<file path="src/rtl/synth_pkg.sv">
// Shared definitions for the synth voice path: envelope state encodings and wave constants.
package synth_pkg;

    typedef enum logic [2:0] {
        ENV_IDLE    = 3'd0,
        ENV_ATTACK  = 3'd1,
        ENV_DECAY   = 3'd2,
        ENV_SUSTAIN = 3'd3,
        ENV_RELEASE = 3'd4
    } env_state_t;

    localparam int         WAV_W   = 8;
    localparam logic [7:0] WAV_MID = 8'd128;

endpackage

</file>
<file path="src/rtl/synth_env_tick.sv">
// Envelope/LFO timebase: counts 0..TICK_DIV-1 and flags the last count as a one-cycle tick.
module synth_env_tick #(
    parameter int TICK_DIV = 1000
) (
    input  logic clk,
    input  logic rst,
    input  logic en,
    output logic tick
);

    localparam int CNT_W = (TICK_DIV > 2) ? $clog2(TICK_DIV) : 1;
    localparam logic [CNT_W-1:0] CNT_LAST = CNT_W'(TICK_DIV - 1);

    logic [CNT_W-1:0] cnt;

    always_ff @(posedge clk) begin
        if (rst || !en) begin
            cnt <= '0;
        end else if (cnt == CNT_LAST) begin
            cnt <= '0;
        end else begin
            cnt <= cnt + 1'b1;
        end
    end

    // Tick is a decode of the counter, so it lands in the same cycle the counter wraps.
    assign tick = (cnt == CNT_LAST);

endmodule

</file>
<file path="src/rtl/synth_envelope.sv">
// ADSR amplitude envelope: gate-driven level scales the wave about mid-scale.
// Optional PWM DAC output when SYNTH_ENV_PWM_EN is defined.
module synth_envelope
    import synth_pkg::*;
#(
    parameter int TICK_DIV = 1000,
    parameter int ACC_W    = 16
) (
    input  logic       clk,
    input  logic       rst,
    input  logic       en,
    input  logic       gate,
    input  logic [7:0] attack_rate,
    input  logic [7:0] decay_rate,
    input  logic [7:0] sustain_lvl,
    input  logic [7:0] release_rate,
    input  logic [7:0] wav_in,
    output logic [7:0] wav_out,
    output logic [7:0] env_level,
    output logic       busy
`ifdef SYNTH_ENV_PWM_EN
    ,
    output logic       pwm_out
`endif
);

    localparam logic [ACC_W-1:0] ACC_MAX = '1;

    env_state_t         state;
    logic [ACC_W-1:0]   acc;
    logic               gate_q;
    logic               tick;
    logic               rise;
    logic               fall;
    logic [7:0]         rate;
    logic [ACC_W:0]     step;
    logic [ACC_W:0]     sum;
    logic [ACC_W:0]     target;
    logic signed [8:0]  wav_s;
    logic signed [17:0] prod;

    synth_env_tick #(
        .TICK_DIV(TICK_DIV)
    ) u_tick (
        .clk (clk),
        .rst (rst),
        .en  (en),
        .tick(tick)
    );

    always_ff @(posedge clk) begin
        if (rst) begin
            gate_q <= 1'b0;
        end else begin
            gate_q <= gate;
        end
    end

    assign rise = gate & ~gate_q;
    assign fall = ~gate & gate_q;

    always_comb begin
        rate = 8'd0;
        case (state)
            ENV_ATTACK:  rate = attack_rate;
            ENV_DECAY:   rate = decay_rate;
            ENV_RELEASE: rate = release_rate;
            default:     rate = 8'd0;
        endcase
    end

    assign step   = (ACC_W+1)'(rate) + (ACC_W+1)'(1);
    assign sum    = {1'b0, acc} + step;
    assign target = {1'b0, sustain_lvl, {(ACC_W-8){1'b0}}};

    // Gate edges take priority over the tick; comparisons are rearranged to avoid signed underflow.
    always_ff @(posedge clk) begin
        if (rst || !en) begin
            state <= ENV_IDLE;
            acc   <= '0;
        end else begin
            case (state)
                ENV_IDLE: begin
                    acc <= '0;
                    if (rise) begin
                        state <= ENV_ATTACK;
                    end
                end
                ENV_ATTACK: begin
                    if (fall) begin
                        state <= ENV_RELEASE;
                    end else if (tick) begin
                        if (sum >= {1'b0, ACC_MAX}) begin
                            acc   <= ACC_MAX;
                            state <= ENV_DECAY;
                        end else begin
                            acc <= sum[ACC_W-1:0];
                        end
                    end
                end
                ENV_DECAY: begin
                    if (fall) begin
                        state <= ENV_RELEASE;
                    end else if (rise) begin
                        state <= ENV_ATTACK;
                    end else if (tick) begin
                        if ({1'b0, acc} <= target + step) begin
                            acc   <= target[ACC_W-1:0];
                            state <= ENV_SUSTAIN;
                        end else begin
                            acc <= acc - step[ACC_W-1:0];
                        end
                    end
                end
                ENV_SUSTAIN: begin
                    if (fall) begin
                        state <= ENV_RELEASE;
                    end else if (tick) begin
                        acc <= target[ACC_W-1:0];
                    end
                end
                ENV_RELEASE: begin
                    if (rise) begin
                        state <= ENV_ATTACK;
                    end else if (tick) begin
                        if ({1'b0, acc} <= step) begin
                            acc   <= '0;
                            state <= ENV_IDLE;
                        end else begin
                            acc <= acc - step[ACC_W-1:0];
                        end
                    end
                end
                default: begin
                    state <= ENV_IDLE;
                    acc   <= '0;
                end
            endcase
        end
    end

    assign env_level = acc[ACC_W-1 -: 8];
    assign busy      = (state != ENV_IDLE);

    // Gain is env_level/256, so full level yields 255/256 and the output never reaches 255.
    assign wav_s = $signed({1'b0, wav_in}) - 9'sd128;
    assign prod  = wav_s * $signed({1'b0, env_level});

    always_ff @(posedge clk) begin
        if (rst || !en) begin
            wav_out <= WAV_MID;
        end else begin
            wav_out <= WAV_MID + prod[15:8];
        end
    end

`ifdef SYNTH_ENV_PWM_EN
    logic [7:0] pwm_cnt;

    always_ff @(posedge clk) begin
        if (rst) begin
            pwm_cnt <= 8'd0;
            pwm_out <= 1'b0;
        end else begin
            pwm_cnt <= pwm_cnt + 8'd1;
            pwm_out <= (pwm_cnt < wav_out);
        end
    end
`endif

endmodule
</file>
<file path="config.mk">
export PLATFORM = sky130hd
export DESIGN_NAME = synth_envelope
export DESIGN_NICKNAME = d
export VERILOG_FILES = /design/src/rtl/synth_pkg.sv /design/src/rtl/synth_env_tick.sv /design/src/rtl/synth_envelope.sv
export SDC_FILE = /design/constraint.sdc
export NUM_CORES = 1
export LEC_CHECK = 0
export ABC_AREA = 1
export CAP_MARGIN = 40
export CELL_PAD_IN_SITES_DETAIL_PLACEMENT = 2
export CELL_PAD_IN_SITES_GLOBAL_PLACEMENT = 2
export CORE_AREA = 3 3 145 147
export CTS_BUF_LIST = sky130_fd_sc_hd__clkbuf_2 sky130_fd_sc_hd__clkbuf_4 sky130_fd_sc_hd__clkbuf_8
export CTS_CLUSTER_DIAMETER = 80
export DETAILED_ROUTE_END_ITERATION = 8
export DIE_AREA = 0 0 148 150
export GPL_ROUTABILITY_DRIVEN = 0
export PLACE_DENSITY = 0.82
export SYNTH_ARGS = -nofsm -noshare
export SYNTH_HDL_FRONTEND = slang
export SYNTH_SLANG_ARGS = --single-unit
</file>
<file path="constraint.sdc">
create_clock -name clk -period 7.1 [get_ports clk]
set_input_delay 1.775 -clock clk [delete_from_list [all_inputs] [get_ports clk]]
set_output_delay 1.775 -clock clk [all_outputs]
set_load 0.02 [all_outputs]
</file>
==> Word level (Yosys, flattened, before mapping) <==
Index checks and enable logic that the tools add are counted.
{ "op_classes": {"add_sub_neg": 7, "mul": 1, "order_cmp": 3, "eq_ne": 22, "muxes": 27, "bitwise_logic": 4, "n_reduce_logical": 7} }
{ "op_table": {"columns": ["operator", "n"], "rows": [
  ["16-bit two-way mux", 12],
  ["16-bit one-hot mux with 4 select lines", 1],
  ["3-bit two-way mux", 12],
  ["16-bit by 9-bit adder with 17-bit output", 2],
  ["8-bit one-hot mux with 3 select lines", 1],
  ["2-bit inequality test (second input constant)", 11],
  ["17-bit by 16-bit >= comparator with 1-bit output (second input constant)", 1],
  ["16-bit by 17-bit less-or-equal comparator with 1-bit output", 1],
  ["16-bit by 9-bit less-or-equal comparator with 1-bit output", 1],
  ["9-bit by 9-bit multiplier with 16-bit output", 1],
  ["16-bit by 9-bit subtractor with 16-bit output", 1],
  ["3-bit one-hot mux with 5 select lines", 1],
  ["3-bit inequality test (second input constant)", 4],
  ["10-bit by 1-bit adder with 10-bit output (second input constant)", 1],
  ["10-bit equality test (second input constant)", 1],
  ["8-bit by 1-bit adder with 9-bit output (second input constant)", 1],
  ["9-bit AND reduction", 1],
  ["8-bit by 8-bit subtractor with 9-bit output (second input constant)", 1],
  ["8-bit adder (first input constant)", 1],
  ["4-bit inequality test (second input constant)", 2],
  ["8-bit AND reduction", 1],
  ["3-bit by 2-bit equality test with 1-bit output (second input constant)", 2],
  ["3-bit by 1-bit equality test with 1-bit output (second input constant)", 1],
  ["3-bit equality test (second input constant)", 1],
  ["7 further kinds", 9]
]} }
{ "totals": {"reg_bits": 38, "inputBits": 44, "word_cells": 76} }

==> Longest topological paths before layout <==
Gate-level depths: netlist of run 1.
{ "logic_depth": {"ltp_word": 10, "ltp_mapped": 36, "ltp_nobuf": 36} }

==> By module <==
Synthesis of run 1 repeated with hierarchy kept, for this count alone.
{ "hier_totals": {"cells_unflattened": 1063, "hier_area_um2": 6816.5} }
{ "by_module_without_submodules": {"columns": ["mod", "n_inst", "cells_per_inst", "area_per_inst_um2"], "rows": [
  ["synth_envelope", 1, 1000, 6356.1],
  ["synth_env_tick", 1, 63, 460.4]
]} }

==> Worst setup path after synthesis of run 1 <==
OpenSTA, ideal clock, no wires.
{ "synth_path": {"path_kind": "input port to flip-flop", "startpoint": "in wav_in[7]", "endpoint": "reg wav_out[7]", "setup_ns": 0.123, "arrival_ns": 5.653, "required_ns": 6.977, "path_slack_ns": 1.324, "stages": 20, "n_path_buf": 1, "cell_sequence": "clkbuf_1 -> nor2_1 -> fa_1 -> fa_1 -> inv_1 -> fa_1 -> inv_1 -> fa_1 -> ha_1 -> a21oi_1 -> o31a_1 -> o21ai_0 -> nand3_1 -> nand2_1 -> nand2_1 -> nand2_1 -> nand3_1 -> nand2_1 -> a21oi_1 -> o21ai_0"} }
{ "synth_via": {"elab_chain_len": 3} }
{ "synth_rtl": {"columns": ["item", "line", "text"], "rows": [
  ["start, declared", "synth_envelope.sv:17", "input logic [7:0] wav_in,"],
  ["8-bit by 8-bit subtractor with 9-bit output", "synth_envelope.sv:146", "assign wav_s = $signed({1'b0, wav_in}) - 9'sd128;"],
  ["9-bit by 9-bit multiplier with 16-bit output", "synth_envelope.sv:147", "assign prod = wav_s * $signed({1'b0, env_level});"],
  ["8-bit adder", "synth_envelope.sv:153", "wav_out <= WAV_MID + prod[15:8];"],
  ["end signal, assigned", "synth_envelope.sv:153", null],
  ["end, declared", "synth_envelope.sv:18", "output logic [7:0] wav_out,"]
]} }
No other way between the ends.
A chain may end at the register's enable or synchronous reset.

==> Final worst setup path of run 1 <==
Ends and elaborated chain as after synthesis.

==> results of run 1 <==
==> worst max-delay path, stage by stage <==
cell and delay, ns:
clkdlybuf4s50_1 0.53, nor2_1 0.32, fa_1 0.65, fa_1 0.61
inv_1 0.05, fa_1 0.47, inv_1 0.06, fa_1 0.47
ha_1 0.34, a21oi_1 0.16, o31a_1 0.14, o21ai_0 0.15
nand3_1 0.12, nand2_1 0.09, nand2_1 0.12, nand2_1 0.08
nand3_1 0.09, nand2_1 0.08, a21oi_1 0.12, o21ai_0 0.10
==> power groups by stage <==
stage	sequential, mW	clock (mW)	combinational (mW)
2_1_floorplan	0.223	0	0.129
3_3_place_gp	0.224	0	0.198
3_5_place_dp	0.224	0	0.205
4_1_cts	0.219	0.217	0.207
5_1_grt	0.219	0.222	0.226
6_report	0.219	0.212	0.203
==> Yosys cell counts, drive strengths merged, types with 4 or more instances <==
master	instances	share of area, %
nor2	73	4.7
ha	62	12
a31oi	5	0.72
clkbuf	16	0.93
nand4	11	1.1
o21ai	30	2.4
a21oi	41	3.3
nor3	18	1.5
xnor2	11	1.5
fa	53	16
nand3	81	6.9
nand2	257	15
inv	222	13
buf	19	2.2
xor2	19	2.7
dfxtp	38	12
or2	6	0.62
o21bai	4	0.46
==> worst min path at each step <==
stage	start	endpoint	slack [ns]	depth (start not counted)
after global routing	u_tick.cnt[0]	u_tick.cnt[0]	0.48	1
after floorplan	u_tick.cnt[0]	u_tick.cnt[0]	0.42	1
after global placement	u_tick.cnt[0]	u_tick.cnt[0]	0.43	1
final	u_tick.cnt[0]	u_tick.cnt[0]	0.45	1
after detailed placement	u_tick.cnt[0]	u_tick.cnt[0]	0.44	1
after CTS	u_tick.cnt[0]	u_tick.cnt[0]	0.45	1
==> state kept, by name, indices dropped and copies added, names as in the netlist <==
name / count
acc: 16
u_tick.cnt: 10
wav_out: 8
state: 3
gate_q: 1
==> layout make-up <==
type / instances / area, sq um
Fill cell: 2519 / 12660
Multi-Input combinational cell: 690 / 4663
Inverter: 223 / 842.1
Sequential cell: 38 / 760.7
Timing Repair Buffer: 65 / 658.1
Tap cell: 270 / 337.8
Clock buffer: 5 / 68.82
Clock inverter: 3 / 45.04
==> per-stage QoR <==
step,cells,setup slack [ns],util (%)
after global placement,1285,0.7016,36.10
after detailed placement,1286,0.4058,36.24
after floorplan,986,1.324,-
final,1294,0.7978,36.81
after global routing,1294,0.3525,36.81
after CTS,1294,0.7573,36.81
==> routing by layer <==
metal / up-vias / track usage, % / wire length (um)
met3: 10 / 2.059 / 632
met2: 83 / 36.97 / 11100
met4: 0 / 3.095 / 155
li1: 3081 / - / -
met1: 3152 / 24.82 / 9672
met5: - / 0 / 0
==> placed cells by master, fill, tap and decap left out, types with 2 or more instances in the layout <==
cell	count
dfxtp_1	38
inv_2	8
ha_1	62
nand4_1	11
xor2_1	18
nor3_1	16
nor2_2	3
nor2_4	3
a21oi_1	39
o21bai_1	4
nor3_2	2
a221oi_1	3
clkbuf_8	5
nand3b_1	2
clkinvlp_4	2
fa_1	53
nand2_2	3
nand3_2	8
clkdlybuf4s50_1	60
nor2_1	67
a31oi_1	4
o21ai_0	19
nand2_4	2
or2_2	4
xnor2_1	11
nand3_1	73
buf_4	4
a21oi_2	2
nor3b_1	2
o21ai_1	10
nand2_1	252
inv_1	214
==> kinds of logic (layout without fill, tap and decap cells) <==
family | after synthesis | count (layout) | share of synthesized area (%)
xor gates and xnor gates | 30 | 30 | 4.177
adders and majority gates | 115 | 115 | 28.39
AOI/OAI and AO/OA | 94 | 94 | 8.877
buffers and inverters | 258 | 296 | 16.17
DFF | 38 | 38 | 11.76
and+or+nand+nor | 451 | 451 | 30.63
==> out/metrics.cfg, run 1 <==
[run_status]
run_status = finished clean

[sta]
period_minus_slack_ns = 6.302
timing.setup.tns_ns = 0
rsz0062_at_grt = false
fmax_ghz = 0.1587
final.period_utilization_pct = 88.76
drv_slew = 0
worst_slew_pin_slew_ns = 0.7630
setup_violations = 0
slew_headroom_pct = 48.66
hold_viol_final = 0
clock_skew_ns = 0.005007
holdWs_ns = 0.4498

[clock_tree]
clkLatencyLatePin_ns = 0.33
clk_pin_slew_ns = 0.10
cts.sinks = 38
cts.repair.resized = 0
cts_tree = built
cts_hold_repair.buffers = 0
cts_buffers = 5
htree_levels = 2
clockBufferDepth = 2
cts_setup_buffers = 0
ctsRootBufferMaster = clkbuf_8

[logic_synthesis]
synth_edf_count = 0
ys_ff_latch = 38
synth_seq_area_share_pct = 11.76
synthCells = 986
netlist_area_sq_um = 6470
synth.net_count = 1145
ys.warnings.count = 0
syn_avg_cell_area_sq_um = 6.562
synthArstFlopShare_pct = 0
postSynth.topFlopCell = dfxtp_1
netlist-cell-type-count = 50

[global_routing]
grt_first_pass_wirelength_um = 35070
grt_max_degree = 24
track_usage_pct = 19.72
grt_pass1_vias = 6838
antenna_found_initial = 0
grt_remaining_overflow = 0

[layout]
final_area_sq_um = 7376
area_delta_synth_final_pct = 14.00
design.final.nets = 1182
drive_gt1_share_pct = 5.273
num_antenna_cells = 0

[setup_path]
crit_fanout = 8
cp.arrival_ns = 6.52
ff2ff_setup_slack_ns = 1.63
critPathRequiredTime_ns = 7.32
worstRegToRegCells = 31
startpoint_type = primary input
critPathLaunch = wav_in[7]
rr_endpoint = acc[11]
end_kind = register
endpoint = wav_out[7]
path_class = in2reg
reg2reg_from = state[0]

[detailed_routing]
wl_um = 21560
wire_per_inst_um = 16.66
routed-via-count = 6326
antenna_left = 0
drt-initial-drc-count = 221
drc_errors = 0
avgViaCountPerCell = 4.889
drtPass1Iterations = 4

[power]
total_power_mw = 0.6330
powerDensity_nw_per_um2 = 85.83
p_leak_nw = 3.873
p_clk_share_pct = 33.4
peakVddDrop_mv = 0.05707
switching_share_pct = 37.86
p_comb_share_pct = 32.0
power.internal_mw = 0.3934
p_sw_mw = 0.2397
seqPwrFrac_pct = 34.5

[floorplanning]
die_w_um = 148
die_h_um = 150
core-area_sq_um = 20040
initial_core_util_pct = 32.29
io_pins = 61
rows = 52
die_area_sq_um = 22200

[placement]
dpl.hpwl_um = 17920
placed_cell_area_sq_um = 7262
io_buffers = 60

[worst_hold_path]
worstHoldPathType = reg2reg

[flow_run]
maxCapViolCount = 0

Power figures use the tool's default switching activity.
==> run 2: changes to the inputs <==
--- a/config.mk
+++ b/config.mk
@@ -12,6 +12,7 @@
 export CORE_AREA = 3 3 145 147
 export CTS_BUF_LIST = sky130_fd_sc_hd__clkbuf_2 sky130_fd_sc_hd__clkbuf_4 sky130_fd_sc_hd__clkbuf_8
 export CTS_CLUSTER_DIAMETER = 80
+export CTS_CLUSTER_SIZE = 28
 export DETAILED_ROUTE_END_ITERATION = 8
 export DIE_AREA = 0 0 148 150
 export GPL_ROUTABILITY_DRIVEN = 0
==> results of run 2 <==
Final layout, timing and power as in run 1 (identical DEF).
